**src/rtl/inst_aligner.sv**
```systemverilog
// inst_aligner: fetch-side instruction aligner for an RV32IC core.
//
// Fetches word-aligned 32-bit words from instruction memory into a
// three-halfword queue and presents one complete instruction per cycle to
// the decoder. The instruction is either 16-bit compressed or 32-bit; a
// 32-bit instruction may straddle a word boundary. The aligner also tracks
// the PC of the presented instruction and restarts on a redirect (flush).
//
// Ports:
//   clk, rst_n      core clock, asynchronous active-low reset
//   imem_req        registered one-cycle fetch request pulse
//   imem_addr       registered word address of the request ([1:0] = 0)
//   imem_rvalid     one-cycle response pulse for the outstanding request
//   imem_rdata      response word, halfword 0 in [15:0]
//   flush           redirect; overrides every other update this cycle
//   flush_pc        halfword-aligned redirect target
//   inst_ready      decoder accepts the presented instruction
//   inst_valid      inst / inst_pc / is_compressed are valid
//   inst            instruction; compressed ones are zero-extended
//   inst_pc         PC of inst
//   is_compressed   inst[1:0] != 2'b11
//
// Handshakes: an instruction transfers on a cycle where inst_valid and
// inst_ready are both high; inst_valid never depends on inst_ready. Memory
// has at most one request in flight; imem_rvalid answers it exactly once.

module inst_aligner #(
    parameter logic [31:0] RESET_PC = 32'h0000_0000
) (
    input  logic        clk,
    input  logic        rst_n,
    output logic        imem_req,
    output logic [31:0] imem_addr,
    input  logic        imem_rvalid,
    input  logic [31:0] imem_rdata,
    input  logic        flush,
    input  logic [31:0] flush_pc,
    input  logic        inst_ready,
    output logic        inst_valid,
    output logic [31:0] inst,
    output logic [31:0] inst_pc,
    output logic        is_compressed
);

    logic [2:0][15:0] q;          // q[0] is the head halfword
    logic [2:0][15:0] q_nxt;
    logic [1:0]       count;
    logic [1:0]       count_nxt;
    logic [31:0]      fetch_addr;
    logic [31:0]      head_pc;
    logic             outstanding;
    logic             drop_resp;  // the in-flight response belongs to a flushed stream
    logic             skip_low;   // next accepted word starts at its upper halfword

    logic             head_comp;
    logic             head_full;
    logic             consume;
    logic             resp;
    logic             issue;
    logic [1:0]       shift;

    // Head decode and handshake. Outputs come from the queue registers only;
    // imem_rdata has no combinational path to inst.
    always_comb begin
        head_comp     = (q[0][1:0] != 2'b11);
        head_full     = head_comp ? (count >= 2'd1) : (count >= 2'd2);
        inst_valid    = head_full && !flush;
        consume       = inst_valid && inst_ready;
        // A response with nothing requested (e.g. straight after reset) is ignored.
        resp          = imem_rvalid && outstanding;
        // Requesting only at count<=1 leaves room for both halfwords of the reply.
        issue         = !outstanding && !drop_resp && (count <= 2'd1) && !flush;
        shift         = consume ? (head_comp ? 2'd1 : 2'd2) : 2'd0;
        is_compressed = (count != 2'd0) && head_comp;
        inst          = '0;
        if (count != 2'd0) begin
            inst = head_comp ? {16'h0000, q[0]} : {q[1], q[0]};
        end
    end

    // Queue update: consume first, then append the response behind what is left.
    always_comb begin
        q_nxt     = q;
        count_nxt = count - shift;
        case (shift)
            2'd1:    q_nxt = {16'h0000, q[2], q[1]};
            2'd2:    q_nxt = {16'h0000, 16'h0000, q[2]};
            default: q_nxt = q;
        endcase
        if (resp && !drop_resp) begin
            for (int i = 0; i < 3; i++) begin
                if (i == int'(count_nxt)) begin
                    q_nxt[i] = skip_low ? imem_rdata[31:16] : imem_rdata[15:0];
                end else if (!skip_low && (i == int'(count_nxt) + 1)) begin
                    q_nxt[i] = imem_rdata[31:16];
                end
            end
            count_nxt = count_nxt + (skip_low ? 2'd1 : 2'd2);
        end
    end

    always_ff @(posedge clk or negedge rst_n) begin
        if (!rst_n) begin
            q           <= '0;
            count       <= 2'd0;
            fetch_addr  <= {RESET_PC[31:2], 2'b00};
            head_pc     <= RESET_PC;
            outstanding <= 1'b0;
            drop_resp   <= 1'b0;
            skip_low    <= RESET_PC[1];
            imem_req    <= 1'b0;
            imem_addr   <= 32'h0000_0000;
        end else begin
            // The memory transaction completes regardless of a flush.
            if (issue) begin
                outstanding <= 1'b1;
            end else if (resp) begin
                outstanding <= 1'b0;
            end
            imem_req <= issue;
            if (issue) begin
                imem_addr <= fetch_addr;
            end

            if (flush) begin
                count      <= 2'd0;
                head_pc    <= flush_pc;
                fetch_addr <= {flush_pc[31:2], 2'b00};
                skip_low   <= flush_pc[1];
                // A reply still to come belongs to the old stream; one arriving
                // this cycle is simply not appended.
                drop_resp  <= outstanding && !imem_rvalid;
            end else begin
                q     <= q_nxt;
                count <= count_nxt;
                if (consume) begin
                    head_pc <= head_pc + (head_comp ? 32'd2 : 32'd4);
                end
                if (issue) begin
                    fetch_addr <= fetch_addr + 32'd4;
                end
                if (resp) begin
                    drop_resp <= 1'b0;
                    if (!drop_resp) begin
                        skip_low <= 1'b0;
                    end
                end
            end
        end
    end

    assign inst_pc = head_pc;

endmodule
```
**config.mk**
```make
export PLATFORM = sky130hd
export DESIGN_NAME = inst_aligner
export DESIGN_NICKNAME = d
export VERILOG_FILES = /design/src/rtl/inst_aligner.sv
export SDC_FILE = /design/constraint.sdc
export NUM_CORES = 1
export LEC_CHECK = 0
export BUFFER_PORTS_ARGS = -buffer_cell sky130_fd_sc_hd__clkbuf_2
export CAP_MARGIN = 20
export CORE_UTILIZATION = 42
export CTS_BUF_LIST = sky130_fd_sc_hd__clkbuf_4 sky130_fd_sc_hd__clkbuf_8
export CTS_CLUSTER_SIZE = 14
export DETAILED_ROUTE_END_ITERATION = 10
export GPL_TIMING_DRIVEN = 0
export PLACE_DENSITY = 0.66
export SLEW_MARGIN = 20
export SYNTH_ARGS = -nofsm -noshare
export SYNTH_HDL_FRONTEND = slang
export SYNTH_SLANG_ARGS = --single-unit
```
**constraint.sdc**
```tcl
create_clock -name clk -period 3 [get_ports clk]
set_clock_uncertainty 0.05 [all_clocks]
set_input_delay 0.6 -clock clk [delete_from_list [all_inputs] [get_ports clk]]
set_output_delay 0.6 -clock clk [all_outputs]
set_load 0.005 [all_outputs]
```
==> out/summary.txt, run 1 <==
minimum clock period: 2.96 ns
diodes inserted: 0
Post-synth EDFFs: 0
most frequent cell after synthesis: dfrtp_1
Post-route DRC: 0
post-synth top area share: 0.446
ANT nets after route: 0
initial antenna violation count: 0
final WL: 25500 microns
fin crit share: 0.986
Num CTS Buffers: 17
drt first-iter violations: 617
Synth top cells by count: dfrtp_1 (146), nand2_1 (91), nor2_1 (51)
number of distinct library cells after synthesis: 65
Site Rows: 50
Mapped Area: 8190 sq um
PwrDens: 757 nW/um^2
Rel. slew slack: 0.337
critical path class: reg -> reg
drt via density: 5.76
Synth Register Bits: 146
clk buf depth: 2
Avg Cell Area, Syn: 9.88 sq um
layout cells sized above 1: 0.306
H-tree levels: 4
Crit Path Max Fanout: 10
Placed Cells: 1256
Critical Path AT: 3.25 ns
CP Capture Type: flip-flop
status: finished, final reports clean
vias in the first global route: 7241
WL per Instance: 19.7 microns
die width: 142 microns
clock sinks: 146
Worst-Skew Late Latency: 0.47 ns
CP startpoint kind: flip-flop
core box area: 18900 sq um
Worst R2R Path Depth: 13
largest net degree at the start of global routing: 51
hpwl dp: 18200 microns
R2R Path Start: q[0]$_DFFE_PN0N_
via count: 7457
Initial Utilization: 0.434
final hold violations: 0
end-of-flow core utilization: 0.536
# setup viols final: 0
area grow syn2layout: 23.5%
total congestion overflow: 0
nets@finish: 1097
GPL Wtd Cong: 0.873
Cells after Synth: 829
first-pass GRT wire length: 40100 microns
die area: 20100 sq um
Max-Cap Viols: 0
GR Util All Layers: 0.262
R2R Setup Slk: 0.04 ns
leak pwr: 4.66 nW
Yosys top cell by area: dfrtp_1
HP Class: in -> async
# hold bufs at CTS: 0
I/O pin cnt: 168
final cell count without fillers: 1295
worst reg2reg endpoint: q[28]$_DFFE_PN0N_
yosys warns: 0
Synth area leaders: dfrtp_1 (45%), mux2i_1 (6.1%), mux2_2 (5.4%)
Main synth FF type: dfrtp_1
Port-buffer cells: 164
final slew viol count: 0
CTS tree: built
Root Buffer: clkbuf_8
Worst Max-Slew Pin Slew: 0.994 ns
die height: 142 microns
fraction of registers with async set/reset: 1.00
setup_tns: 0 ns
f_max: 338 MHz
sequential area share after synthesis: 0.446
VDD IR-drop max: 500 uV
Critical Path RT: 3.30 ns
TritonRoute pass-1 iters: 7
Reg clk slew, reported paths: 0.10 ns
-- through the flow --
step	hold WS, ns	total power [mW]	area [sq um]	setup WS [ns]
2_1_floorplan	0.254	4.70	8200	-0.0300
6_report	0.00856	7.66	10100	0.0433
5_1_grt	0.0281	8.08	10100	-0.0319
3_5_place_dp	0.415	5.75	9420	-0.774
3_3_place_gp	0.414	5.67	9350	-1.35
4_1_cts	0.0175	7.59	10000	-0.0647
-- worst max path at each step --
stage	from	end	cells past startpoint
6_report	q[0]$_DFFE_PN0N_	q[28]$_DFFE_PN0N_	13
5_1_grt	q[0]$_DFFE_PN0N_	q[28]$_DFFE_PN0N_	13
4_1_cts	q[0]$_DFFE_PN0N_	inst_pc[21]$_DFFE_PN0N_	10
3_5_place_dp	q[0]$_DFFE_PN0N_	inst_pc[21]$_DFFE_PN0N_	10
3_3_place_gp	rst_n	q[38]$_DFFE_PN0N_	1
2_1_floorplan	q[0]$_DFFE_PN0N_	inst_pc[21]$_DFFE_PN0N_	10
-- critical path: stages (launching register included) --
cell	delay [ns]
dfrtp_1	0.37
clkbuf_4	0.20
a21boi_4	0.22
o21ai_4	0.09
buf_6	0.16
nor2_1	0.11
ha_2	0.29
clkbuf_4	0.22
nand2_2	0.13
nand2_1	0.13
nor3_4	0.27
nor3_4	0.08
buf_4	0.20
a221o_1	0.30
-- cells in the final DEF (no fill, tap or decap), drive strengths merged, types with 3 or more instances in the layout --
cell and n:
o21bai 9, nor2 51, o221ai 16, o2111ai 5, a31o 3, mux2i 50, a21oi 34, o21ai 36
nor2b 17, and4 6, or4 4, and2 21, nand4 29, nand3 35, mux2 39, bufinv 3
o211ai 24, inv 23, clkinv 3, nand2b 3, nor4 5, xor2 25, a221o 24, xnor2 13
dfrtp 146, and3 12, nand4b 4, ha 4, nor3 11, o311ai 7, nand2 91, clkbuf 206
buf 38, or3 9
-- where the power goes --
| part | internal, mW | switching, mW |
|---|---|---|
| clock | 0.849 | 0.888 |
| sequential | 2.53 | 0.464 |
| combinational | 1.36 | 1.57 |
-- layout make-up --
class | count | area (sq um)
Buffer | 52 | 307
Clock inverter | 14 | 193
Tap cell | 260 | 325
Inverter | 16 | 60.1
Multi-Input combinational cell | 615 | 4400
Timing Repair Buffer | 175 | 952
Sequential cell | 146 | 3650
Clock buffer | 17 | 234
Fill cell | 1765 | 8770
-- cell families after synthesis --
logic type      after synthesis  synth area share
buf+inv                      69            0.0382
compound gates              177             0.156
xor+xnor                     38            0.0406
mux                          89             0.115
other cells                   1          0.000458
fa+ha+maj                     5           0.00855
flops                       146             0.446
simple gates                304             0.195
-- metal layers --
| metal | vias to the layer above | global-route usage | part of all wire |
|---|---|---|---|
| li1 | 3458 | - | - |
| met1 | 3639 | 0.349 | 0.44 |
| met2 | 314 | 0.427 | 0.47 |
| met3 | 46 | 0.0483 | 0.067 |
| met4 | 0 | 0.0917 | 0.027 |
| met5 | - | 0 | 0 |
-- sequential cells by signal (all words and copies together), names as in the netlist --
| name | count |
|---|---|
| outstanding | 1 |
| q | 48 |
| skip_low | 1 |
| count | 2 |
| inst_pc | 32 |
| drop_resp | 1 |
| imem_addr | 30 |
| imem_req | 1 |
| fetch_addr | 30 |
-- timing repair --
item / in CTS / in global routing
pin swaps: 3 / 4
buffers inserted: 4 / 5
gates resized for setup: 40 / 20
setup endpoints to repair: 100 / 61
Note: power is estimated with default switching activity, not from simulation.
==> run 2: changes to the inputs <==
CELL_PAD_IN_SITES_DETAIL_PLACEMENT = 0   (was not set)
CELL_PAD_IN_SITES_GLOBAL_PLACEMENT = 1   (was not set)
CORE_UTILIZATION = 40   (was 42)
PLACE_DENSITY = not set   (was 0.66)
PLACE_DENSITY_LB_ADDON = 0.1   (was not set)
==> run 2 against run 1 <==
Net effect:
- combinational power is 2% higher
- cell count increased by 0.54%
- worst hold slack better by 0.053 ns
- non-clock buffer count rose by 1
- highest routed layer unchanged
==> out/summary.txt, run 2 (synthesis results as in run 1) <==
PwrDens: 750 nW/um^2 (-0.86%)
largest net degree at the start of global routing: 86 (+69%)
drt via density: 5.65 (-2.0%)
Crit Path Max Fanout: 10 (unchanged)
initial antenna violation count: 0 (unchanged)
Comb pwr share: 0.394 (+0.012)
final hold violations: 0 (unchanged)
diodes inserted: 0 (unchanged)
GPL Wtd Cong: 0.827 (-5.2%)
Critical Path RT: 3.29 ns (about the same)
clk buf depth: 2 (unchanged)
final cell count without fillers: 1302 (+0.54%)
status: finished, final reports clean
CP Capture Type: flip-flop
Root Buffer: clkbuf_8
HP Class: in -> async
commonest non-fill, non-tap cell in the layout: clkbuf_2
area grow syn2layout: 23.2%
total congestion overflow: 0 (unchanged)
commonest non-fill, non-tap cells in the layout: clkbuf_2 (168), dfrtp_1 (145), nand2_1 (87)
Worst Max-Slew Pin Slew: 0.907 ns (-0.0880 ns)
# hold bufs at CTS: 0 (unchanged)
drt first-iter violations: 539 (-13%)
nets@finish: 1098 (+0.091%)
Max-Cap Viols: 0 (unchanged)
core box area: 19800 sq um (+4.7%)
final slew viol count: 0 (unchanged)
via count: 7350 (-1.4%)
Clock Power Share: 0.210 (-0.017)
f_max: 350 MHz (+3.5%)
leak pwr: 4.65 nW (-0.29%)
WL per Instance: 20.3 microns (+2.9%)
VDD IR-drop max: 427 uV (-15%)
Design Area, Final: 10100 sq um (-0.31%)
Largest register FFs: 48 (unchanged)
first-pass GRT wire length: 41300 microns (+2.9%)
layout cells sized above 1: 0.309 (+0.00230)
Seq pwr share: 0.396 (+0.005)
# setup viols final: 0 (unchanged)
clock sinks: 146 (unchanged)
Port-buffer cells: 164 (unchanged)
RSZ-0062 raised after global routing: false
vias in the first global route: 7014 (-3.1%)
die width: 145 microns (+2.4%)
CP startpoint kind: input pin
Critical Path AT: 3.15 ns (-0.10 ns)
CTS tree: built
Cell Area, Placed: 9390 sq um (-0.27%)
final WL: 26400 microns (+3.4%)
Rel. slew slack: 0.391 (+0.0540)
critical path class: in -> reg
Sw Pwr: 2.90 mW (-0.63%)
die area: 21100 sq um (+4.9%)
Num CTS Buffers: 17 (unchanged)
setup_tns: 0 ns (unchanged)
Placed Cells: 1260 (+0.32%)
GR Util All Layers: 0.256 (-0.00547)
Most flops, register: q
Reg clk slew, reported paths: 0.09 ns (about the same)
Setup WS pre-CTS: -0.931 ns (-0.156 ns)
hpwl dp: 18500 microns (+1.8%)
H-tree levels: 4 (unchanged)
Sw Share: 0.383 (+0.00204)
Pint: 4.67 mW (-1.5%)
worst setup margin: 0.142 ns (+0.0986 ns)
ANT nets after route: 0 (unchanged)
TritonRoute pass-1 iters: 5 (-2)
fin crit share: 0.953 (-0.0329)
Post-route DRC: 0 (unchanged)
minimum clock period: 2.86 ns (-0.0986 ns)
Hold WS: 0.0618 ns (+0.0533 ns)
die height: 145 microns (+2.4%)
Site Rows: 51 (+2.0%)
I/O pin cnt: 168 (unchanged)
Initial Utilization: 0.414 (-0.0195)
Worst-Skew Late Latency: 0.46 ns (about the same)
==> run 2: critical path: stages <==
cell,delay [ns]
clkbuf_2,0.19
nor2b_2,0.38
o21ai_4,0.11
buf_6,0.16
nor2_1,0.10
ha_2,0.30
buf_4,0.20
nand2_2,0.12
nand2_1,0.13
nor3_4,0.24
nor3_4,0.09
buf_4,0.20
a221o_1,0.31
==> run 2: area by class of cell <==
type	count	area (sq um)
Inverter	16	60.1
Clock inverter	14	156
Timing Repair Buffer	176	940
Sequential cell	146	3650
Fill cell	1921	9690
Buffer	52	308
Clock buffer	18	241
Tap cell	265	332
Multi-Input combinational cell	615	4400
==> run 2: stage by stage <==
stage               power, mW   util
finish                   7.57  0.510
global route             8.06  0.510
CTS                      7.51  0.504
detailed placement       5.78  0.475
global placement         5.74  0.473
floorplan                4.70      -
==> run 2: worst paths after layout <==
| check | depth (start not counted) | slack [ns] | startpoint | endpoint |
|---|---|---|---|---|
| worst max-delay path | 13 | 0.14 | inst_ready | q[26]$_DFFE_PN0N_ |
| worst min-delay path | 1 | 0.06 | rst_n | imem_addr[19]$_DFFE_PN0P_ |
| worst max register to register | 13 | 0.15 | q[1]$_DFFE_PN0N_ | q[26]$_DFFE_PN0N_ |
| worst min register to register | 2 | 0.44 | q[3]$_DFFE_PN0N_ | q[3]$_DFFE_PN0N_ |
| max in group asynchronous | 2 | 2.01 | rst_n | q[27]$_DFFE_PN0N_ |
| min in group clk | 2 | 0.32 | imem_rvalid | drop_resp$_DFFE_PN0P_ |
==> run 2: what timing repair did <==
action                                  CTS  global route
endpoints found under the setup margin  101            68
buffers inserted                          6             5
hold endpoints to repair                  0             0
pin swaps                                 4             3
gates resized for setup                  36            29
==> run 2: per-layer routing <==
| metal | GRT usage | up-vias | part of all wire |
|---|---|---|---|
| met5 | 0 | - | 0 |
| met4 | 0.0626 | 0 | 0.014 |
| met3 | 0.0453 | 23 | 0.049 |
| met2 | 0.387 | 226 | 0.45 |
| met1 | 0.378 | 3641 | 0.49 |
| li1 | - | 3460 | - |
==> run 2: power by group through the flow <==
stage                     Combinational, mW  Sequential [mW]  Clock [mW]
after detailed placement               2.76             3.03           0
after global placement                 2.73             3.02           0
after CTS                              2.89             2.99        1.63
after floorplan                        1.78             2.92           0
after global routing                   3.26             3.09        1.72
final                                  2.98             3.00        1.59
==> run 3: changes to the inputs <==
==> constraint.sdc (replaced) <==
create_clock -name clk -period 2.3 [get_ports clk]
set_clock_uncertainty 0.05 [all_clocks]
set_input_delay 0.345 -clock clk [delete_from_list [all_inputs] [get_ports clk]]
set_output_delay 0.345 -clock clk [all_outputs]
set_load 0.005 [all_outputs]
==> run 3 against run 2 <==
Net effect:
- setup slack worse by 0.34 ns
- via count is 5.9% higher
- flip-flop and latch count stayed put
- the flow now finishes with violations (setup timing)
- worst hold slack better by 0.011 ns
- power is 50% higher
- combinational power is 74% higher
- largest cell class unchanged
- first-iteration DRC count is 3.9% lower
==> out/summary.txt, run 3 (synthesis results as in run 1) <==
status: complete, but fails checks
failing checks: setup timing
area grow syn2layout: 39.4%
initial antenna violation count: 0 (unchanged)
crit path cell chain: buf_6, nand2_8, clkbuf_16, ha_4, inv_2, fa_2, nor2b_4, o2111ai_4, or4_4, a31o_2
clock sinks: 146 (unchanged)
VDD IR-drop max: 449 uV (+5.3%)
HP Class: in -> reg
f_max: 400 MHz
ANT nets after route: 0 (unchanged)
Port-buffer cells: 164 (unchanged)
largest net degree at the start of global routing: 86 (unchanged)
total congestion overflow: 0 (unchanged)
final cell count without fillers: 1367 (+5.0%)
Post-route DRC: 0 (unchanged)
hold path depth: 2
diodes inserted: 0 (unchanged)
die height: 145 microns (unchanged)
CTS tree: built
max incr delay on CP: 0.46 ns (+0.08 ns)
Initial Utilization: 0.414 (unchanged)
Crit. Startpoint: q[0]$_DFFE_PN0N_
worst setup margin: -0.203 ns (-0.345 ns)
GR Util All Layers: 0.264 (+0.00801)
die width: 145 microns (unchanged)
commonest non-fill, non-tap cells in the layout: clkbuf_2 (166), dfrtp_1 (144), nand2_1 (69)
Largest register FFs: 48 (unchanged)
Rel. slew slack: 0.504 (+0.113)
WL per Instance: 20.3 microns (about the same)
first-pass GRT wire length: 42800 microns (+3.6%)
PwrDens: 993 nW/um^2 (+32%)
Num CTS Buffers: 17 (unchanged)
Worst R2R Path Depth: 10 (-3)
I/O pin cnt: 168 (unchanged)
Placed Cells: 1260 (unchanged)
Critical Path RT: 2.60 ns (-0.69 ns)
Max-Cap Viols: 0 (unchanged)
TritonRoute pass-1 iters: 5 (unchanged)
vias in the first global route: 7379 (+5.2%)
layout cells sized above 1: 0.415 (+0.106)
nets@finish: 1163 (+5.9%)
leak pwr: 5.22 nW (+12%)
final slew viol count: 0 (unchanged)
H-tree levels: 4 (unchanged)
Worst-Skew Late Latency: 0.46 ns (about the same)
RSZ-0062 raised after global routing: true
drt via density: 5.69 (+0.86%)
Root Buffer: clkbuf_8
final hold violations: 0 (unchanged)
final WL: 27700 microns (+5.0%)
commonest non-fill, non-tap cell in the layout: clkbuf_2
Critical Path AT: 2.81 ns (-0.34 ns)
kind of cell adding the most delay to the critical path: simple AND/OR/NAND/NOR gates
WHS Endpoint: inst_pc[0]$_DFFE_PN0P_
# setup viols final: 62 (+62)
fin crit share: 1.09
R2R Path Start: q[0]$_DFFE_PN0N_
Most flops, register: q
Hold Path Origin: flush_pc[0]
hpwl dp: 18700 microns (+0.64%)
drt first-iter violations: 518 (-3.9%)
via count: 7783 (+5.9%)
critical path class: reg -> reg
fillcell total: 1820 (-5.3%)
worst reg2reg endpoint: inst_pc[21]$_DFFE_PN0N_
Reg clk slew, reported paths: 0.09 ns (about the same)
Worst Max-Slew Pin Slew: 0.744 ns (-0.162 ns)
minimum clock period: 2.50 ns
slowest CP cell: or4_4
R2R Setup Slk: -0.20 ns (-0.35 ns)
GPL Wtd Cong: 0.800 (-3.2%)
die area: 21100 sq um (unchanged)
CP Capture Type: flip-flop
WP buf/inv: 3 (-1)
core box area: 19800 sq um (unchanged)
Site Rows: 51 (unchanged)
clk buf depth: 2 (unchanged)
Crit Path Max Fanout: 4 (-6)
CP startpoint kind: flip-flop
Pwr Total: 11.3 mW (+50%)
[run 3: changes by cell type in the layout (fill, tap and decap cells not counted), moves of 11 or more]
cell      change
nand2_2      +11
buf_6        +22
nand2_1      -18
buf_4        +31
o221ai_2     +15
o221ai_1     -15
[run 3: how the worst max path moves through the flow]
stage,depth (start not counted),to,slack (ns)
6_report,10,inst_pc[21]$_DFFE_PN0N_,-0.20
5_1_grt,12,q[6]$_DFFE_PN0N_,-0.28
3_5_place_dp,12,q[29]$_DFFE_PN0N_,-0.88
3_3_place_gp,1,q[29]$_DFFE_PN0N_,-1.83
4_1_cts,12,q[35]$_DFFE_PN0N_,-0.26
2_1_floorplan,13,q[10]$_DFFE_PN0N_,-0.21
[run 3: metrics by stage]
stage / setup slack (ns) / TNS (ns) / cell area [sq um] / utilization / hold WS (ns)
after floorplan: -0.213 / -6.71 / 8470 / - / -0.000591
after global placement: -1.83 / -326.82 / 9630 / 0.487 / 0.414
after detailed placement: -0.876 / -52.86 / 9670 / 0.489 / 0.323
after CTS: -0.257 / -12.72 / 11000 / 0.557 / 0.0517
after global routing: -0.276 / -12.86 / 11400 / 0.577 / 0.0455
final: -0.203 / -7.55 / 11400 / 0.577 / 0.0728
[run 3: final cells by class]
| class | instances | area [sq um] | area share |
|---|---|---|---|
| buffer | 51 | 467 | 0.0409 |
| clock buffer | 18 | 241 | 0.0212 |
| clock inverter | 14 | 179 | 0.0157 |
| inverter | 16 | 63.8 | 0.00559 |
| multi-input combinational | 616 | 4860 | 0.426 |
| sequential | 146 | 3660 | 0.320 |
| tap | 265 | 332 | 0.0290 |
| timing repair buffer | 241 | 1620 | 0.142 |
[run 3: report_power, final]
part | internal, mW | total (mW) | switching (mW) | leakage, nW
clock | 1.10 | 2.20 | 1.10 | 0.204
combinational | 2.65 | 5.19 | 2.54 | 3.20
sequential | 3.30 | 3.94 | 0.640 | 1.81
total | 7.06 | 11.3 | 4.27 | 5.22
[run 3: timing repair]
item                                    in CTS  in global routing
hold endpoints to repair                    61                  0
pin swaps                                   43                 41
cloned                                       5                  2
resized for setup                          109                 72
buffers inserted                            58                 12
hold buffers                                 1                  0
endpoints found under the setup margin     151                118
[run 3: per-layer routing]
layer / vias up / global-route usage / share of wire
met5: - / 0 / 0
met4: 0 / 0.0768 / 0.018
met3: 37 / 0.0465 / 0.070
li1: 3598 / - / -
met1: 3852 / 0.402 / 0.48
met2: 296 / 0.378 / 0.43
[run 3: worst reg2reg max path, cell delays in order (launching register included)]
cell       delay, ns
dfrtp_1         0.38
buf_6           0.14
nand2_8         0.10
clkbuf_16       0.14
ha_4            0.12
inv_2           0.03
fa_2            0.36
nor2b_4         0.20
o2111ai_4       0.17
or4_4           0.46
a31o_2          0.25
